<file path="config.mk">
export PLATFORM = sky130hd
export DESIGN_NAME = otter_stream_mux_flat
export DESIGN_NICKNAME = d
export VERILOG_FILES = /design/src/rtl/otter_stream_mux_pkg.sv /design/src/rtl/otter_stream_mux_if.sv /design/src/rtl/otter_stream_mux_rr_arbiter.sv /design/src/rtl/otter_stream_mux.sv /design/src/flat_wrapper.sv
export SDC_FILE = /design/constraint.sdc
export NUM_CORES = 1
export LEC_CHECK = 0
export BUFFER_PORTS_ARGS = -buffer_cell sky130_fd_sc_hd__buf_2
export CORE_ASPECT_RATIO = 2
export CORE_MARGIN = 2
export CORE_UTILIZATION = 45
export CTS_BUF_LIST = sky130_fd_sc_hd__clkbuf_8
export CTS_CLUSTER_DIAMETER = 150
export DETAILED_ROUTE_END_ITERATION = 8
export GPL_TIMING_DRIVEN = 0
export PLACE_DENSITY = 0.83
export SLEW_MARGIN = 20
export SYNTH_ARGS = -nofsm -noshare
export SYNTH_HDL_FRONTEND = slang
export SYNTH_SLANG_ARGS = --single-unit
</file>
<file path="constraint.sdc">
create_clock -name CLK -period 3.9 [get_ports CLK]
set_input_delay 0.78 -clock CLK [delete_from_list [all_inputs] [get_ports CLK]]
set_output_delay 0.78 -clock CLK [all_outputs]
set_load 0.01 [all_outputs]
</file>
<file path="src/rtl/otter_stream_mux_pkg.sv">
// otter_stream_mux shared types.
// Arbitration modes, lock state and pointer helper.
package otter_mux_pkg;

    typedef enum {ARB_FIXED, ARB_RR, ARB_EXT} arb_mode_e;

    typedef enum logic {
        UNLOCKED = 1'b0,
        LOCKED   = 1'b1
    } lock_state_e;

    function automatic int wrap_inc(int v, int n);
        return (v + 1) % n;
    endfunction

endpackage

</file>
<file path="src/rtl/otter_stream_mux_if.sv">
// Stream bundle between N producers, the mux and one consumer.
// slave = mux side, master = producer/consumer environment.
interface otter_stream_mux_if #(
    parameter int WIDTH  = 32,
    parameter int NUM_IN = 4
);
    localparam int SEL_W = $clog2(NUM_IN);

    logic [NUM_IN-1:0]       in_valid;
    logic [NUM_IN-1:0]       in_ready;
    logic [NUM_IN*WIDTH-1:0] in_data;
    logic [NUM_IN-1:0]       in_last;
    logic [SEL_W-1:0]        sel;
    logic                    out_valid;
    logic                    out_ready;
    logic [WIDTH-1:0]        out_data;
    logic                    out_last;
    logic [SEL_W-1:0]        out_sel;

    modport slave (
        input  in_valid, in_data, in_last, sel, out_ready,
        output in_ready, out_valid, out_data, out_last, out_sel
    );

    modport master (
        output in_valid, in_data, in_last, sel, out_ready,
        input  in_ready, out_valid, out_data, out_last, out_sel
    );

endinterface

</file>
<file path="src/rtl/otter_stream_mux_rr_arbiter.sv">
// Combinational rotating-priority arbiter; ptr_i=0 gives fixed priority.
// open_o marks channels that would win if they requested.
module otter_rr_arbiter #(
    parameter int NUM_IN = 4
) (
    input  logic [NUM_IN-1:0]         req_i,
    input  logic [$clog2(NUM_IN)-1:0] ptr_i,
    output logic [NUM_IN-1:0]         gnt_o,
    output logic [NUM_IN-1:0]         open_o,
    output logic [$clog2(NUM_IN)-1:0] idx_o
);
    localparam int SEL_W = $clog2(NUM_IN);

    logic [SEL_W-1:0] j;
    logic             blocked;

    always_comb begin
        gnt_o   = '0;
        open_o  = '0;
        idx_o   = '0;
        j       = '0;
        blocked = 1'b0;
        for (int off = 0; off < NUM_IN; off++) begin
            j = SEL_W'((int'(ptr_i) + off) % NUM_IN);
            if (!blocked) begin
                open_o[j] = 1'b1;
                if (req_i[j]) begin
                    gnt_o[j] = 1'b1;
                    idx_o    = j;
                    blocked  = 1'b1;
                end
            end
        end
    end

endmodule

</file>
<file path="src/rtl/otter_stream_mux.sv">
// N-to-1 stream mux with packet lock and a one-beat output register.
// Arbitration mode is fixed at elaboration time.
module otter_stream_mux
    import otter_mux_pkg::*;
#(
    parameter int        WIDTH    = 32,
    parameter int        NUM_IN   = 4,
    parameter arb_mode_e ARB_MODE = ARB_RR
) (
    input logic            CLK,
    input logic            RST_N,
    otter_stream_mux_if.slave bus
);
    localparam int SEL_W = $clog2(NUM_IN);

    lock_state_e      lock_q;
    logic [SEL_W-1:0] lock_idx_q;
    logic [SEL_W-1:0] rr_ptr_q;
    logic             out_valid_q;
    logic [WIDTH-1:0] out_data_q;
    logic             out_last_q;
    logic [SEL_W-1:0] out_sel_q;

    logic              load_en;
    logic [NUM_IN-1:0] arb_gnt;
    logic [NUM_IN-1:0] arb_open;
    logic [SEL_W-1:0]  arb_idx;
    logic [SEL_W-1:0]  arb_ptr;
    logic [NUM_IN-1:0] avail;
    logic [NUM_IN-1:0] grant;
    logic [SEL_W-1:0]  grant_idx;
    logic [NUM_IN-1:0] xfer;
    logic              any_xfer;
    logic [WIDTH-1:0]  xfer_data;
    logic              xfer_last;

    assign arb_ptr = (ARB_MODE == ARB_RR) ? rr_ptr_q : '0;

    otter_rr_arbiter #(
        .NUM_IN (NUM_IN)
    ) u_arb (
        .req_i  (bus.in_valid),
        .ptr_i  (arb_ptr),
        .gnt_o  (arb_gnt),
        .open_o (arb_open),
        .idx_o  (arb_idx)
    );

    // avail is the set of channels allowed to move this cycle,
    // computed without looking at each channel's own valid.
    always_comb begin
        avail     = '0;
        grant     = '0;
        grant_idx = arb_idx;
        if (lock_q == LOCKED) begin
            for (int i = 0; i < NUM_IN; i++)
                avail[i] = (lock_idx_q == SEL_W'(i));
            grant     = avail & bus.in_valid;
            grant_idx = lock_idx_q;
        end else if (ARB_MODE == ARB_EXT) begin
            for (int i = 0; i < NUM_IN; i++)
                avail[i] = (bus.sel == SEL_W'(i));
            grant     = avail & bus.in_valid;
            grant_idx = bus.sel;
        end else begin
            avail = arb_open;
            grant = arb_gnt;
        end
    end

    assign load_en      = !out_valid_q || bus.out_ready;
    assign bus.in_ready = avail & {NUM_IN{load_en & RST_N}};
    assign xfer         = grant & {NUM_IN{load_en}};
    assign any_xfer     = |xfer;

    always_comb begin
        xfer_data = '0;
        xfer_last = 1'b0;
        for (int i = 0; i < NUM_IN; i++) begin
            if (xfer[i]) begin
                xfer_data = bus.in_data[i*WIDTH +: WIDTH];
                xfer_last = bus.in_last[i];
            end
        end
    end

    always_ff @(posedge CLK or negedge RST_N) begin
        if (!RST_N) begin
            lock_q      <= UNLOCKED;
            lock_idx_q  <= '0;
            rr_ptr_q    <= '0;
            out_valid_q <= 1'b0;
            out_data_q  <= '0;
            out_last_q  <= 1'b0;
            out_sel_q   <= '0;
        end else if (any_xfer) begin
            out_valid_q <= 1'b1;
            out_data_q  <= xfer_data;
            out_last_q  <= xfer_last;
            out_sel_q   <= grant_idx;
            if (xfer_last)
                rr_ptr_q <= SEL_W'(wrap_inc(int'(grant_idx), NUM_IN));
            unique case (lock_q)
                UNLOCKED: begin
                    if (!xfer_last) begin
                        lock_q     <= LOCKED;
                        lock_idx_q <= grant_idx;
                    end
                end
                LOCKED: begin
                    if (xfer_last)
                        lock_q <= UNLOCKED;
                end
            endcase
        end else if (bus.out_ready) begin
            out_valid_q <= 1'b0;
        end
    end

    assign bus.out_valid = out_valid_q;
    assign bus.out_data  = out_data_q;
    assign bus.out_last  = out_last_q;
    assign bus.out_sel   = out_sel_q;

endmodule

</file>
<file path="src/flat_wrapper.sv">
// flat-port wrapper written by rule: the top's interface ports become plain ports
module otter_stream_mux_flat import otter_mux_pkg::*;
#(
    parameter int        WIDTH    = 32,
    parameter int        NUM_IN   = 4,
    parameter arb_mode_e ARB_MODE = ARB_RR
)
  (CLK, RST_N, bus_in_valid, bus_in_data, bus_in_last, bus_sel, bus_out_ready, bus_in_ready, bus_out_valid, bus_out_data, bus_out_last, bus_out_sel);
  otter_stream_mux_if #(.WIDTH(WIDTH), .NUM_IN(NUM_IN)) bus_i ();
  input logic CLK;
  input logic RST_N;
  input wire logic [$bits(bus_i.in_valid)-1:0] bus_in_valid;
  input wire logic [$bits(bus_i.in_data)-1:0] bus_in_data;
  input wire logic [$bits(bus_i.in_last)-1:0] bus_in_last;
  input wire logic [$bits(bus_i.sel)-1:0] bus_sel;
  input wire logic [$bits(bus_i.out_ready)-1:0] bus_out_ready;
  output wire logic [$bits(bus_i.in_ready)-1:0] bus_in_ready;
  output wire logic [$bits(bus_i.out_valid)-1:0] bus_out_valid;
  output wire logic [$bits(bus_i.out_data)-1:0] bus_out_data;
  output wire logic [$bits(bus_i.out_last)-1:0] bus_out_last;
  output wire logic [$bits(bus_i.out_sel)-1:0] bus_out_sel;
  assign bus_i.in_valid = bus_in_valid;
  assign bus_i.in_data = bus_in_data;
  assign bus_i.in_last = bus_in_last;
  assign bus_i.sel = bus_sel;
  assign bus_i.out_ready = bus_out_ready;
  assign bus_in_ready = bus_i.in_ready;
  assign bus_out_valid = bus_i.out_valid;
  assign bus_out_data = bus_i.out_data;
  assign bus_out_last = bus_i.out_last;
  assign bus_out_sel = bus_i.out_sel;
  otter_stream_mux #(.WIDTH(WIDTH), .NUM_IN(NUM_IN), .ARB_MODE(ARB_MODE)) u_core (.CLK(CLK), .RST_N(RST_N), .bus(bus_i));
endmodule
</file>
Word level (Yosys, flattened, before mapping)
Cells that the tools add are included.

Register bits: 41. Latch bits: 0. Memory bits (writable): 0. Bits in read-only memories: 0. Input port bits: 141. Output and inout port bits: 40. Word-level logic and storage cells: 97. Memories kept: 0.

Add/subtract/negate cells: 4. $mul: 0. Div/mod/pow operators: 0. Magnitude comparators: 8. Equality and inequality tests: 3. Shift operators: 0. Multiplexer cells: 52. Bitwise gates (word level): 12. Reduce and logical (&&, ||, !) cells: 11.

Operators with widths (number): $mux 32 (4); $mux 4 (12); $or 4x4->4 (6); $mux 1 (20); $mux 2 (8); $and 4x4->4 (3); $lt 2x3->1 const B (4); $bmux 1 s2 (4); $demux 1 s2 (4); $ge 2x1->1 const B (4); $add 2x1->2 const B (2); $add 2x2->2 const B (2); $eq 2x2->1 const B (2); $logic_and 1x1->1 (4); $reduce_or 4->1 (1); $reduce_and 3->1 (1); $eq 2x1->1 const B (1); $logic_not 2->1 (1); $not 1->1 (2); $reduce_and 2->1 (1); $reduce_bool 2->1 (1); $and 1x1->1 (1); $logic_not 1->1 (1); $logic_or 1x1->1 (1).

Logic depth before layout (Yosys ltp)
Depth after elaboration: 22. Gate-level depth with buffers: 15. Mapped depth without buffers: 10.

Modules after synthesis
A second synthesis with hierarchy kept.

Cell total of the unflattened synthesis: 393. Area, all modules: 3290.7 um^2.

By module, submodules not included: otter_stream_mux (instances 1, cells each 326, area each 2752.6 um^2, sequential area each 1026.0 um^2); otter_rr_arbiter (instances 1, cells each 67, area each 538.0 um^2, sequential area each 0.0 um^2).

Worst setup path before layout
Ideal clock, no wire load.

Path kind: register to register. Start: reg u_core.rr_ptr_q[1] (netlist: u_core.arb_ptr[1]). End: reg u_core.lock_idx_q[0]. Library setup time: 0.125 ns. Arrival: 3.405 ns. Required time: 3.775 ns. Setup slack: 0.370 ns. Stages on the path, launching flop included: 13. Buffers on the path: 2. Clock period less this slack: 3.530 ns. Path through: dfrtp_1 buf_2 inv_1 ha_1 buf_6 mux4_2 nand3b_1 a221o_1 and3_4 a311oi_2 o22a_2 or3b_4 mux2_4.

Word-level cells in the longest chain between the ends: 22. Elaborated cells on any way between the ends: 63. Classes of those cells: 3 x add/sub; 8 x order compare; 41 x mux; 5 x bitwise; 6 x reduce/logical.

RTL lines: from (decl) (RTL line otter_stream_mux.sv:18) `logic [SEL_W-1:0] rr_ptr_q;`; from (signal assigned) (RTL line otter_stream_mux.sv:102) `rr_ptr_q <= SEL_W'(wrap_inc(int'(grant_idx), NUM_IN));`; $add 2x1->2, or another cell as far along (RTL line otter_stream_mux_rr_arbiter.sv:24) `j = SEL_W'((int'(ptr_i) + off) % NUM_IN);`; $lt 2x3->1 (implied by the code), or another cell as far along (RTL line otter_stream_mux_rr_arbiter.sv:28) `gnt_o[j] = 1'b1;`; $logic_and 1x1->1 (implied by the code) or $mux 1 (tied branches) (RTL line otter_stream_mux_rr_arbiter.sv:28); $mux 1 (implied by the code) or $demux 1 s2 (tied branches) (RTL line otter_stream_mux_rr_arbiter.sv:28); $demux 1 s2 or $mux 4 (tied branches) (RTL line otter_stream_mux_rr_arbiter.sv:28, otter_stream_mux_rr_arbiter.sv:27); $or 4x4->4 (no line); $mux 4 (RTL line otter_stream_mux_rr_arbiter.sv:27) `if (req_i[j]) begin`; $mux 4 (RTL line otter_stream_mux_rr_arbiter.sv:25) `if (!blocked) begin`; [... 3 more ...]; $or 4x4->4 (no line); $mux 4 (RTL line otter_stream_mux_rr_arbiter.sv:27); $mux 4 (RTL line otter_stream_mux_rr_arbiter.sv:25); $mux 4 (RTL line otter_stream_mux.sv:55) `if (lock_q == LOCKED) begin`; $and 4x4->4 (RTL line otter_stream_mux.sv:73) `assign xfer = grant & {NUM_IN{load_en}};`; $mux 1 (4 in a row) (RTL line otter_stream_mux.sv:80) `if (xfer[i]) begin`; $not 1->1 (no line); $reduce_and 3->1 (no line); to (signal assigned) (RTL line otter_stream_mux.sv:107) `lock_idx_q <= grant_idx;`; to (decl) (RTL line otter_stream_mux.sv:17) `logic [SEL_W-1:0] lock_idx_q;`.

Parallel ways exist; a longest one is shown, timed or not. The select of a mux whose other input is x is not followed. A chain may end at the register's enable or synchronous reset.

Worst setup path after layout
Start: reg u_core.rr_ptr_q[0] (netlist: u_core.arb_ptr[0]). End: out bus_in_ready[0].

Word-level cells in the longest chain between the ends: 13. Elaborated cells on any way between the ends: 42. Classes of those cells: 3 x add/sub; 8 x order compare; 23 x mux; 4 x bitwise; 4 x reduce/logical.

RTL lines: $add 2x1->2 (RTL line otter_stream_mux_rr_arbiter.sv:24); $lt 2x3->1 (implied by the code) or $ge 2x1->1 (tied branches) (RTL line otter_stream_mux_rr_arbiter.sv:26) `open_o[j] = 1'b1;`; $logic_and 1x1->1 (implied by the code) (RTL line otter_stream_mux_rr_arbiter.sv:26); $mux 1 (implied by the code) (RTL line otter_stream_mux_rr_arbiter.sv:26); $demux 1 s2 (RTL line otter_stream_mux_rr_arbiter.sv:26); $or 4x4->4 (no line); $mux 4 (RTL line otter_stream_mux_rr_arbiter.sv:25); $or 4x4->4 (no line); $mux 4 (RTL line otter_stream_mux_rr_arbiter.sv:25); $or 4x4->4 (no line); $mux 4 * (RTL line otter_stream_mux_rr_arbiter.sv:25); $mux 4 * (RTL line otter_stream_mux.sv:55); $and 4x4->4 * (RTL line otter_stream_mux.sv:72) `assign bus.in_ready = avail & {NUM_IN{load_en & RST_N}};`; to (decl) (RTL line flat_wrapper.sv:17) `output wire logic [$bits(bus_i.in_ready)-1:0] bus_in_ready;`.

Every way passes the cells marked *; elsewhere a longest branch is shown, timed or not. The select of a mux whose other input is x is not followed.

==> qor.yml <==
run_status:
  status: "completed"
power_and_ir_drop:
  power_density_nw_per_um2: 976.6
  internal_power_mw: 2.057
  finalPower_mw: 4.070
  seqPwrFrac: 0.198
  swShare: 0.4945
  ir_drop_v: 0.0005566
  switching_power_mw: 2.013
  leakagePower_nw: 1.956
  clkPwrFrac: 0.072
  power_frac_comb: 0.731
synth:
  synth_cells: 342
  synth_ff_type: "dfrtp_1"
  seq_area_frac_synth: 0.3442
  yosysUniqueCellTypes: 51
  synth_adder_area_share: 0.02939
  synth-simple-area-share: 0.1369
  yosys_warnings: 0
  ys_async_sr_fraction: 1.000
  synth_edf_count: 0
  synth_xor_area_frac: 0.005877
  ys_ff_latch: 41
  syn-num-nets: 490
  synth-compound-area-share: 0.3237
  syn_avg_cell_area_sq_um: 8.714
  synth_top_family_by_area: "compound AO/OA/AOI/OAI gates"
  synthMuxAreaShare: 0.09740
  mappedNetlistArea_sq_um: 2980
route:
  drt_iter0_markers: 287
  drt_wl_total_microns: 10610
  routedWlPerCell_microns: 17.11
  drcViolationCount: 0
  final_antenna_net_count: 0
  dr.pass1.iters: 5
  vias: 3576
  avgViaCountPerCell: 5.768
global_route:
  busiest_layer: "met2"
  antenna_found_initial: 0
  met2_usage: 0.4599
  use_met1: 0.3665
  grt_usage: 0.2798
  grt_overflow: 0
  grt_pass1_wl_microns: 15540
  grt_pass1_vias: 3189
  met3_usage: 0.04777
  grt_max_degree: 43
sta:
  finalSetupViolCount: 0
  drv_slew: 0
  relSlewSlack: 0.3717
  period_needed_ps: 3777
  fin_skew_ps: 7.131
  worst_pin_slew_ps: 942.4
  finalHoldViolations: 0
  min_period_over_period: 0.9684
  fmax_mhz: 264.8
layout:
  areaGrowthSynthToFinish_pct: 39.84
  final_core_util: 0.6396
  post-route-cell-area_sq_um: 4168
  drive_gt1_frac: 0.4436
  diodes: 0
  fin_nets: 680
die:
  rows: 42
  ioPinCount: 181
  die_h_microns: 119.1
  dieArea_sq_um: 7329
  core_area_sq_um: 6516
  initial_core_util: 0.4574
  die_w_microns: 61.55
clocking:
  clkSinkCount: 41
  cts_inserted_buffers: 5
  cts_tree: "done"
  clk_latency_ps: 300
  clockRootBuffer: "clkbuf_8"
  clk_path_buf_depth: 2
  clk_transition_reported_paths_ps: 80
  h-tree-depth: 2
job:
  maxCapViolCount: 0
worst_setup_path:
  cp-start-kind: "register"
  worstRegToRegCells: 12
  critPathKind: "register to output pin"
  required_ps: 3120
  endpoint_kind: "output pin"
  cp_max_fo: 12
  crit_arrival_ps: 3000
place:
  port_buffers: 178
  gp_congestion: 0.9702
  hpwl_microns: 8113
  post_dp_cell_area_sq_um: 3981
hold_path:
  whs_path_depth: 2
  hold_path.class: "register to register"
power groups by stage:
| stage | clock, mW | sequential, mW | combinational [mW] |
|---|---|---|---|
| 3_5_place_dp | 0 | 0.805 | 2.82 |
| 4_1_cts | 0.295 | 0.801 | 2.84 |
| 3_3_place_gp | 0 | 0.797 | 2.77 |
| 6_report | 0.292 | 0.804 | 2.97 |
| 2_1_floorplan | 0 | 0.895 | 1.88 |
| 5_1_grt | 0.304 | 0.834 | 3.25 |
final timing paths:
check | slack [ps] | from | to
max in group asynchronous | 2690 | RST_N | u_core.bus.out_data[30]
worst min-delay path | 480 | u_core.bus.out_data[12] | u_core.bus.out_data[12]
worst max-delay path | 120 | u_core.arb_ptr[0] | bus_in_ready[0]
worst max register to register | 170 | u_core.arb_ptr[1] | u_core.lock_idx_q[0]
min in group asynchronous | 630 | RST_N | u_core.bus.out_valid
worst min register to register | 480 | u_core.bus.out_data[12] | u_core.bus.out_data[12]
timing repair:
item | CTS | global route
resized for setup | 3 | 17
buffers inserted | 0 | 5
pin swaps | 0 | 2
hold buffers | 0 | 0
endpoints found under the setup margin | 31 | 39
routing by layer:
layer,routed length [microns],vias up
li1,-,1692
met3,1001,24
met1,4129,1644
met5,0,-
met4,250,0
met2,5226,216
per-stage QoR:
step / worst slack, ps / hold WS, ps / cells / setup TNS, ps
2_1_floorplan: 369.9 / 484.4 / 342 / 0
3_3_place_gp: -136.0 / 458.8 / 608 / -2412
3_5_place_dp: -181.2 / 466.2 / 608 / -3333
4_1_cts: 7.423 / 484.1 / 615 / 0
5_1_grt: -14.40 / 494.0 / 620 / -43.05
6_report: 123.2 / 483.1 / 620 / 0
synth_stat cells (all sizes together) (3+ instances only):
master / number / area share
a21boi: 3 / 0.0076
nand2: 49 / 0.062
dfrtp: 41 / 0.34
nand3b: 6 / 0.015
a221oi: 32 / 0.094
mux2i: 8 / 0.027
mux4: 4 / 0.030
o21ai: 41 / 0.069
inv: 7 / 0.0088
nor3: 4 / 0.0067
clkbuf: 22 / 0.028
ha: 7 / 0.029
o22ai: 33 / 0.069
and3: 3 / 0.0080
nor2: 8 / 0.010
a31oi: 4 / 0.010
o211ai: 3 / 0.0076
buf: 11 / 0.025
mux2: 10 / 0.040
a21oi: 14 / 0.024
nand2b: 3 / 0.0063
critical path, cell delays in order, from the launching register on:
cell	delay, ps
dfrtp_1	430
buf_6	160
inv_2	190
ha_1	280
buf_6	150
mux2_2	290
nor3_1	80
or2_2	300
clkbuf_2	170
a311oi_1	400
nor3_1	90
buf_2	150
state kept, by name, indices dropped and copies added (netlist names):
signal	count
u_core.arb_ptr	2
u_core.bus.out_sel	2
u_core.bus.out_last	1
u_core.lock_q	1
u_core.bus.out_valid	1
u_core.lock_idx_q	2
u_core.bus.out_data	32
cell usage in the layout, fill, tap and decap left out, types with 7 or more instances in the layout:
cell	count
a21oi_1	14
a221oi_1	28
buf_2	185
clkbuf_1	17
dfrtp_1	41
ha_1	7
mux2_2	8
mux2i_1	7
nand2_1	49
nor2_1	7
o21ai_0	32
o21ai_1	9
o22ai_1	33
final cells by class:
| type | instances | area (sq um) |
|---|---|---|
| flip-flops and latches | 41 | 1026 |
| clock buffers | 6 | 82.58 |
| fillers | 631 | 2349 |
| clock inverters | 1 | 7.507 |
| repair buffers | 183 | 928.4 |
| well taps | 88 | 110.1 |
| inverters | 8 | 30.03 |
| multi-input cells | 260 | 1818 |
| plain buffers | 33 | 165.2 |
cells by family after synthesis:
logic type | Yosys count
fa+ha+maj | 7
buf+inv | 41
xor+xnor | 2
compound gates | 144
flops | 41
simple gates | 85
mux | 22
Note: power is estimated with default switching activity, not from simulation.
